**src/rtl/mipi_tx_packetizer.sv**
```systemverilog
// CSI-2 style TX packetizer: header + payload + CRC-16 footer on 32-bit lane-ordered words; header 1 cycle after cmd, payload word 1 cycle after beat, no downstream backpressure.
// Define MIPI_TX_CRC_EN to compute the payload CRC; otherwise the footer bytes are zero with identical placement and timing.
module mipi_tx_packetizer #(
   parameter int DATA_WIDTH = 32,
   parameter int GAP_CYCLES = 4
) (
   input  logic                  clk,
   input  logic                  rst,
   input  logic                  cmd_valid,
   output logic                  cmd_ready,
   input  logic [1:0]            cmd_vc,
   input  logic [5:0]            cmd_dt,
   input  logic [15:0]           cmd_wc,
   input  logic [DATA_WIDTH-1:0] s_data,
   input  logic                  s_valid,
   output logic                  s_ready,
   input  logic                  s_last,
   output logic [DATA_WIDTH-1:0] mipi_data,
   output logic                  mipi_valid,
   output logic                  end_of_packet,
   output logic                  len_err,
   output logic                  underrun
);

   // The header word is emitted on the IDLE exit edge, so the first payload beat can follow it directly.
   typedef enum logic [1:0] {IDLE, PAYLOAD, FOOTER, GAP} state_t;

   localparam logic [15:0] GAP_LAST = 16'(GAP_CYCLES);

   state_t      state;
   logic [1:0]  r_q;
   logic [14:0] beats_left;
   logic        early_last;
   logic [15:0] gap_cnt;

   logic [23:0] hdr;
   logic [31:0] header_word;
   logic [14:0] beats_total;
   logic        is_short;
   logic        last_beat;
   logic [15:0] crc_next;
   logic [15:0] crc_hold;
   logic [31:0] last_word;

   function automatic logic [5:0] hdr_ecc(input logic [23:0] d);
      logic [5:0] p;
      p[0] = d[0]^d[1]^d[2]^d[4]^d[5]^d[7]^d[10]^d[11]^d[13]^d[16]^d[20]^d[21]^d[22]^d[23];
      p[1] = d[0]^d[1]^d[3]^d[4]^d[6]^d[8]^d[10]^d[12]^d[14]^d[17]^d[20]^d[21]^d[22]^d[23];
      p[2] = d[0]^d[2]^d[3]^d[5]^d[6]^d[9]^d[11]^d[12]^d[15]^d[18]^d[20]^d[21]^d[22];
      p[3] = d[1]^d[2]^d[3]^d[7]^d[8]^d[9]^d[13]^d[14]^d[15]^d[19]^d[20]^d[21]^d[23];
      p[4] = d[4]^d[5]^d[6]^d[7]^d[8]^d[9]^d[16]^d[17]^d[18]^d[19]^d[20]^d[22]^d[23];
      p[5] = d[10]^d[11]^d[12]^d[13]^d[14]^d[15]^d[16]^d[17]^d[18]^d[19]^d[21]^d[22]^d[23];
      return p;
   endfunction

   assign hdr         = {cmd_wc, cmd_vc, cmd_dt};
   assign header_word = {2'b00, hdr_ecc(hdr), hdr};
   assign beats_total = {1'b0, cmd_wc[15:2]} + 15'(|cmd_wc[1:0]);
   assign is_short    = (cmd_dt[5:4] == 2'b00);
   assign last_beat   = (beats_left == 15'd1);

`ifdef MIPI_TX_CRC_EN
   logic [15:0] crc_q;
   logic [3:0]  beat_mask;
   logic        beat_fire;

   function automatic logic [15:0] crc_byte(input logic [15:0] c, input logic [7:0] b);
      logic [15:0] x;
      x = c ^ {8'h00, b};
      for (int i = 0; i < 8; i++)
         x = x[0] ? ((x >> 1) ^ 16'h8408) : (x >> 1);
      return x;
   endfunction

   function automatic logic [15:0] crc_beat(input logic [15:0] c, input logic [31:0] d,
                                            input logic [3:0] m);
      logic [15:0] x;
      x = c;
      for (int k = 0; k < 4; k++)
         if (m[k]) x = crc_byte(x, d[8*k +: 8]);
      return x;
   endfunction

   // Only the wc mod 4 leading bytes of the final beat belong to the payload.
   always_comb begin
      beat_mask = 4'b1111;
      if (last_beat) begin
         case (r_q)
            2'd1:    beat_mask = 4'b0001;
            2'd2:    beat_mask = 4'b0011;
            2'd3:    beat_mask = 4'b0111;
            default: beat_mask = 4'b1111;
         endcase
      end
   end

   assign beat_fire = (state == PAYLOAD) && s_valid;
   assign crc_next  = crc_beat(crc_q, s_data, beat_mask);
   assign crc_hold  = crc_q;

   always_ff @(posedge clk) begin
      if (rst || state == IDLE)
         crc_q <= 16'hFFFF;
      else if (beat_fire)
         crc_q <= crc_next;
   end
`else
   assign crc_next = 16'h0000;
   assign crc_hold = 16'h0000;
`endif

   always_comb begin
      last_word = s_data;
      case (r_q)
         2'd1:    last_word = {8'h00, crc_next, s_data[7:0]};
         2'd2:    last_word = {crc_next, s_data[15:0]};
         2'd3:    last_word = {crc_next[7:0], s_data[23:0]};
         default: last_word = s_data;
      endcase
   end

   always_ff @(posedge clk) begin
      mipi_valid    <= 1'b0;
      mipi_data     <= '0;
      end_of_packet <= 1'b0;
      len_err       <= 1'b0;
      underrun      <= 1'b0;
      if (rst) begin
         state      <= IDLE;
         cmd_ready  <= 1'b0;
         s_ready    <= 1'b0;
         r_q        <= 2'd0;
         beats_left <= '0;
         early_last <= 1'b0;
         gap_cnt    <= '0;
      end else begin
         case (state)
            IDLE: begin
               cmd_ready <= 1'b1;
               if (cmd_valid && cmd_ready) begin
                  cmd_ready  <= 1'b0;
                  mipi_valid <= 1'b1;
                  mipi_data  <= header_word;
                  r_q        <= cmd_wc[1:0];
                  beats_left <= beats_total;
                  early_last <= 1'b0;
                  gap_cnt    <= '0;
                  if (is_short) begin
                     end_of_packet <= 1'b1;
                     state         <= GAP;
                  end else if (cmd_wc == 16'd0) begin
                     state <= FOOTER;
                  end else begin
                     s_ready <= 1'b1;
                     state   <= PAYLOAD;
                  end
               end
            end
            PAYLOAD: begin
               if (s_valid) begin
                  mipi_valid <= 1'b1;
                  beats_left <= beats_left - 15'd1;
                  if (last_beat) begin
                     mipi_data <= last_word;
                     len_err   <= early_last | ~s_last;
                     s_ready   <= 1'b0;
                     if (r_q == 2'd1 || r_q == 2'd2) begin
                        end_of_packet <= 1'b1;
                        state         <= GAP;
                     end else begin
                        state <= FOOTER;
                     end
                  end else begin
                     mipi_data <= s_data;
                     if (s_last) early_last <= 1'b1;
                  end
               end else begin
                  underrun <= 1'b1;
               end
            end
            FOOTER: begin
               mipi_valid    <= 1'b1;
               end_of_packet <= 1'b1;
               mipi_data     <= (r_q == 2'd3) ? {24'h000000, crc_hold[15:8]} : {16'h0000, crc_hold};
               state         <= GAP;
            end
            GAP: begin
               if (gap_cnt == GAP_LAST) begin
                  cmd_ready <= 1'b1;
                  state     <= IDLE;
               end else begin
                  gap_cnt <= gap_cnt + 16'd1;
               end
            end
         endcase
      end
   end

endmodule

```
**config.mk**
```make
export PLATFORM = sky130hd
export DESIGN_NAME = mipi_tx_packetizer
export DESIGN_NICKNAME = d
export VERILOG_FILES = /design/src/rtl/mipi_tx_packetizer.sv
export SDC_FILE = /design/constraint.sdc
export NUM_CORES = 1
export LEC_CHECK = 0
export CAP_MARGIN = 20
export CORE_UTILIZATION = 41
export DETAILED_ROUTE_END_ITERATION = 10
export PLACE_DENSITY = 0.7
export SYNTH_ARGS = -nofsm -noshare
export SYNTH_HDL_FRONTEND = slang
export SYNTH_SLANG_ARGS = --single-unit
```
**constraint.sdc**
```tcl
create_clock -name clk -period 3.71 [get_ports clk]
set_input_delay 0.742 -clock clk [delete_from_list [all_inputs] [get_ports clk]]
set_output_delay 0.742 -clock clk [all_outputs]
set_load 0.1 [all_outputs]
```
==> impl_results.md <==
* Status: finished clean
* CP startpoint kind: flip-flop
* Number of antenna violations at the first check in global routing at 0
* P_leak at 1.88 nW
* Clock slew at reported path FFs at 80 ps
* Starting Density at 42.2%
* RSZ-0062 raised after global routing: false
* Cell area power density at 653 nW/um^2
* Die Ht at 102 microns
* Synth Flop Type: dfxtp_1
* Hold WS at 470 ps
* Top cells by area, synth: dfxtp_1 (36%), xnor2_1 (11%), a22o_1 (6.2%)
* Die X at 102 microns
* Final hold violation count at 0
* Reg2reg path depth at 7
* Drt wl/cell at 16.4 microns
* Max Cap Viol at 0
* Synth top cells by count: dfxtp_1 (74), xnor2_1 (50), nor2_1 (31)
* Slew Viols, Final at 0
* Ys async rst share at 0%
* Reg power frac at 30.1%
* YS warnings at 0
* DP HPWL at 8460 microns
* Hold path cells at 2
* Final setup TNS at 0 ps
* Top cell type's share of synthesized area at 35.9%
* Place WS at 782 ps
* Critical path buffer and inverter count at 1
* First-pass GRT wire length at 17900 microns
* Net count after synthesis at 542
* Relative slew slack at 33.4%
* Post-route DRC at 0
* # hold bufs at CTS at 0
* Crit end category: primary output
* Detailed Routing Iterations Pass 1 at 5
* Crit path max-delay family: buffers and inverters
* Via count at 3717
* Mapped cell area at 4120 sq um
* EDFF count, synth at 0
* Final worst slack at 1070 ps
* Clk sinks at 74
* H-tree depth at 3
* CTS tree: done
* Worst-path fanout max at 2
* Post-synthesis cell type count at 59
* Area Overhead vs Synth at 30.0%
* Gate power share at 51.9%
* Setup Buffers After CTS at 0
* Clock power frac at 18.0%
* Fmax at 0.378 GHz
* Top-count cell post-synth: dfxtp_1
* Slowest CP cell: clkdlybuf4s50_1
* N_diodes at 0
* Sw power at 0.00165 W
* DP Area at 5170 sq um
* Antenna Nets Post-Route at 0
* Leading area contributor after synthesis: dfxtp_1
* VDD IR max at 0.318 mV
* Met2 Track Usage GR at 38.7%
* Io pins at 99
* Total CTS buffers at 9
* Largest net degree at the start of global routing at 36
* RePlAce Congestion at 0.904
* Die area at 10500 sq um
* Nets at 625
* Cell Rows at 36
* Sequential fraction of the synthesis area at 35.9%
* Synth Area per Inst at 8.83 sq um
* Fraction of layout cells with a size suffix above 1 at 5.78%
* Slowest stage delay, CP at 1160 ps
* Worst path depth at 1
* Root Buffer: clkbuf_8
* Mapped Cells at 467
* Net Sw Frac at 47.1%
* Final setup viols at 0
* CP Data Arrival Time at 1900 ps
* Seq cells post-synth at 74
* Post_cts resized at 0
* Crit path cell chain: clkdlybuf4s50_1
* Gr busiest metal: met2
* Port bufs at 98
* Worst-margin pin slew at 995 ps
* Vias per cell at 5.41
* CTS Buffer Depth at 2
* Vias in the first global route at 3596
* Total Routing Usage GR at 22.3%
* Crit path required time at 2970 ps
* Setup Skew at 10.6 ps
* Internal at 0.00185 W
* Crit Path Category: flip-flop to primary output
* Fin crit period at 2640 ps
* First DRT Iteration DRCs at 277
* Core footprint at 9770 sq um
* Grt met1 use at 26.4%
* WL final at 11300 microns
* Worst min path class: flip-flop to flip-flop
* Post-route cell area at 5360 sq um
* Grt met3 use at 4.72%
* Worst-Skew Late Latency at 360 ps
* Grt ovf at 0
* Crit share post-route at 71.2%
layout make-up:
type,instances,area (sq um)
clock buffers,9,124
clock inverters,6,67.6
fillers,905,4410
inverters,24,90.1
multi-input cells,337,2410
flip-flops and latches,74,1480
well taps,133,166
repair buffers,104,1030
kinds of logic (layout without fill, tap and decap cells):
group / after synthesis / count (layout) / share of synthesized area, %
AO/OA/AOI/OAI: 121 / 121 / 21.5
adder cells (fa/ha/maj): 14 / 14 / 4.25
buffers and inverters: 56 / 143 / 5.80
flip-flops: 74 / 74 / 35.9
XOR/XNOR: 71 / 71 / 15.4
multiplexers: 1 / 1 / 0.243
AND/OR/NAND/NOR: 130 / 130 / 16.9
worst paths after layout:
check,from,end,slack (ps)
hold reg to reg,early_last$_SDFFE_PP0P_,early_last$_SDFFE_PP0P_,470
hold / removal,early_last$_SDFFE_PP0P_,early_last$_SDFFE_PP0P_,470
setup / recovery,s_ready$_SDFFE_PP0P_,s_ready,1070
setup reg to reg,state[0]$_SDFFE_PP0P_,beats_left[13]$_SDFFE_PP0P_,1290
worst min-delay path, stage by stage (launching register included):
cell and delay [ps]:
dfxtp_1 300, inv_1 60, a211oi_1 60
flip-flops by register name, summed over array words and instances (netlist names):
register	flops
beats_left	15
cmd_ready	1
early_last	1
end_of_packet	1
gap_cnt	16
len_err	1
mipi_data	32
mipi_valid	1
r_q	2
s_ready	1
state	2
underrun	1
power by group through the flow:
stage / clock network [W] / registers, W / logic, W
global route: 0.000681 / 0.00107 / 0.00195
global placement: 0 / 0.00106 / 0.00178
CTS: 0.000644 / 0.00105 / 0.00182
detailed placement: 0 / 0.00107 / 0.00181
floorplan: 0 / 0.00151 / 0.000939
finish: 0.000629 / 0.00105 / 0.00182
per-layer routing:
layer / part of all wire, % / up-vias
met5: 0 / -
met4: 2.5 / 0
met3: 7.8 / 18
met2: 49 / 138
met1: 41 / 1731
li1: - / 1830
layout by cell type, fill, tap and decap left out, types with 6 or more instances in the layout:
master / Yosys / routed
inv_1: 24 / 24
nand3_1: 14 / 14
nand2_1: 26 / 26
xnor2_1: 50 / 50
clkbuf_8: 0 / 9
clkdlybuf4s50_1: 0 / 98
xor2_1: 20 / 20
dfxtp_1: 74 / 74
buf_4: 1 / 6
nor4_1: 9 / 9
a211oi_1: 7 / 7
o21ai_0: 20 / 20
a22o_1: 29 / 29
a21oi_1: 22 / 22
ha_1: 14 / 14
nor2_1: 31 / 30
nand4_1: 7 / 7
nor3_1: 11 / 11
stage by stage:
| step | utilization, % | power, W | std cells |
|---|---|---|---|
| after floorplan | - | 0.00245 | 467 |
| after global placement | 52.9 | 0.00285 | 672 |
| after detailed placement | 52.9 | 0.00287 | 672 |
| after CTS | 54.9 | 0.00351 | 687 |
| after global routing | 54.9 | 0.00371 | 687 |
| final | 54.9 | 0.00350 | 687 |
(Power assumes the default switching activity.)
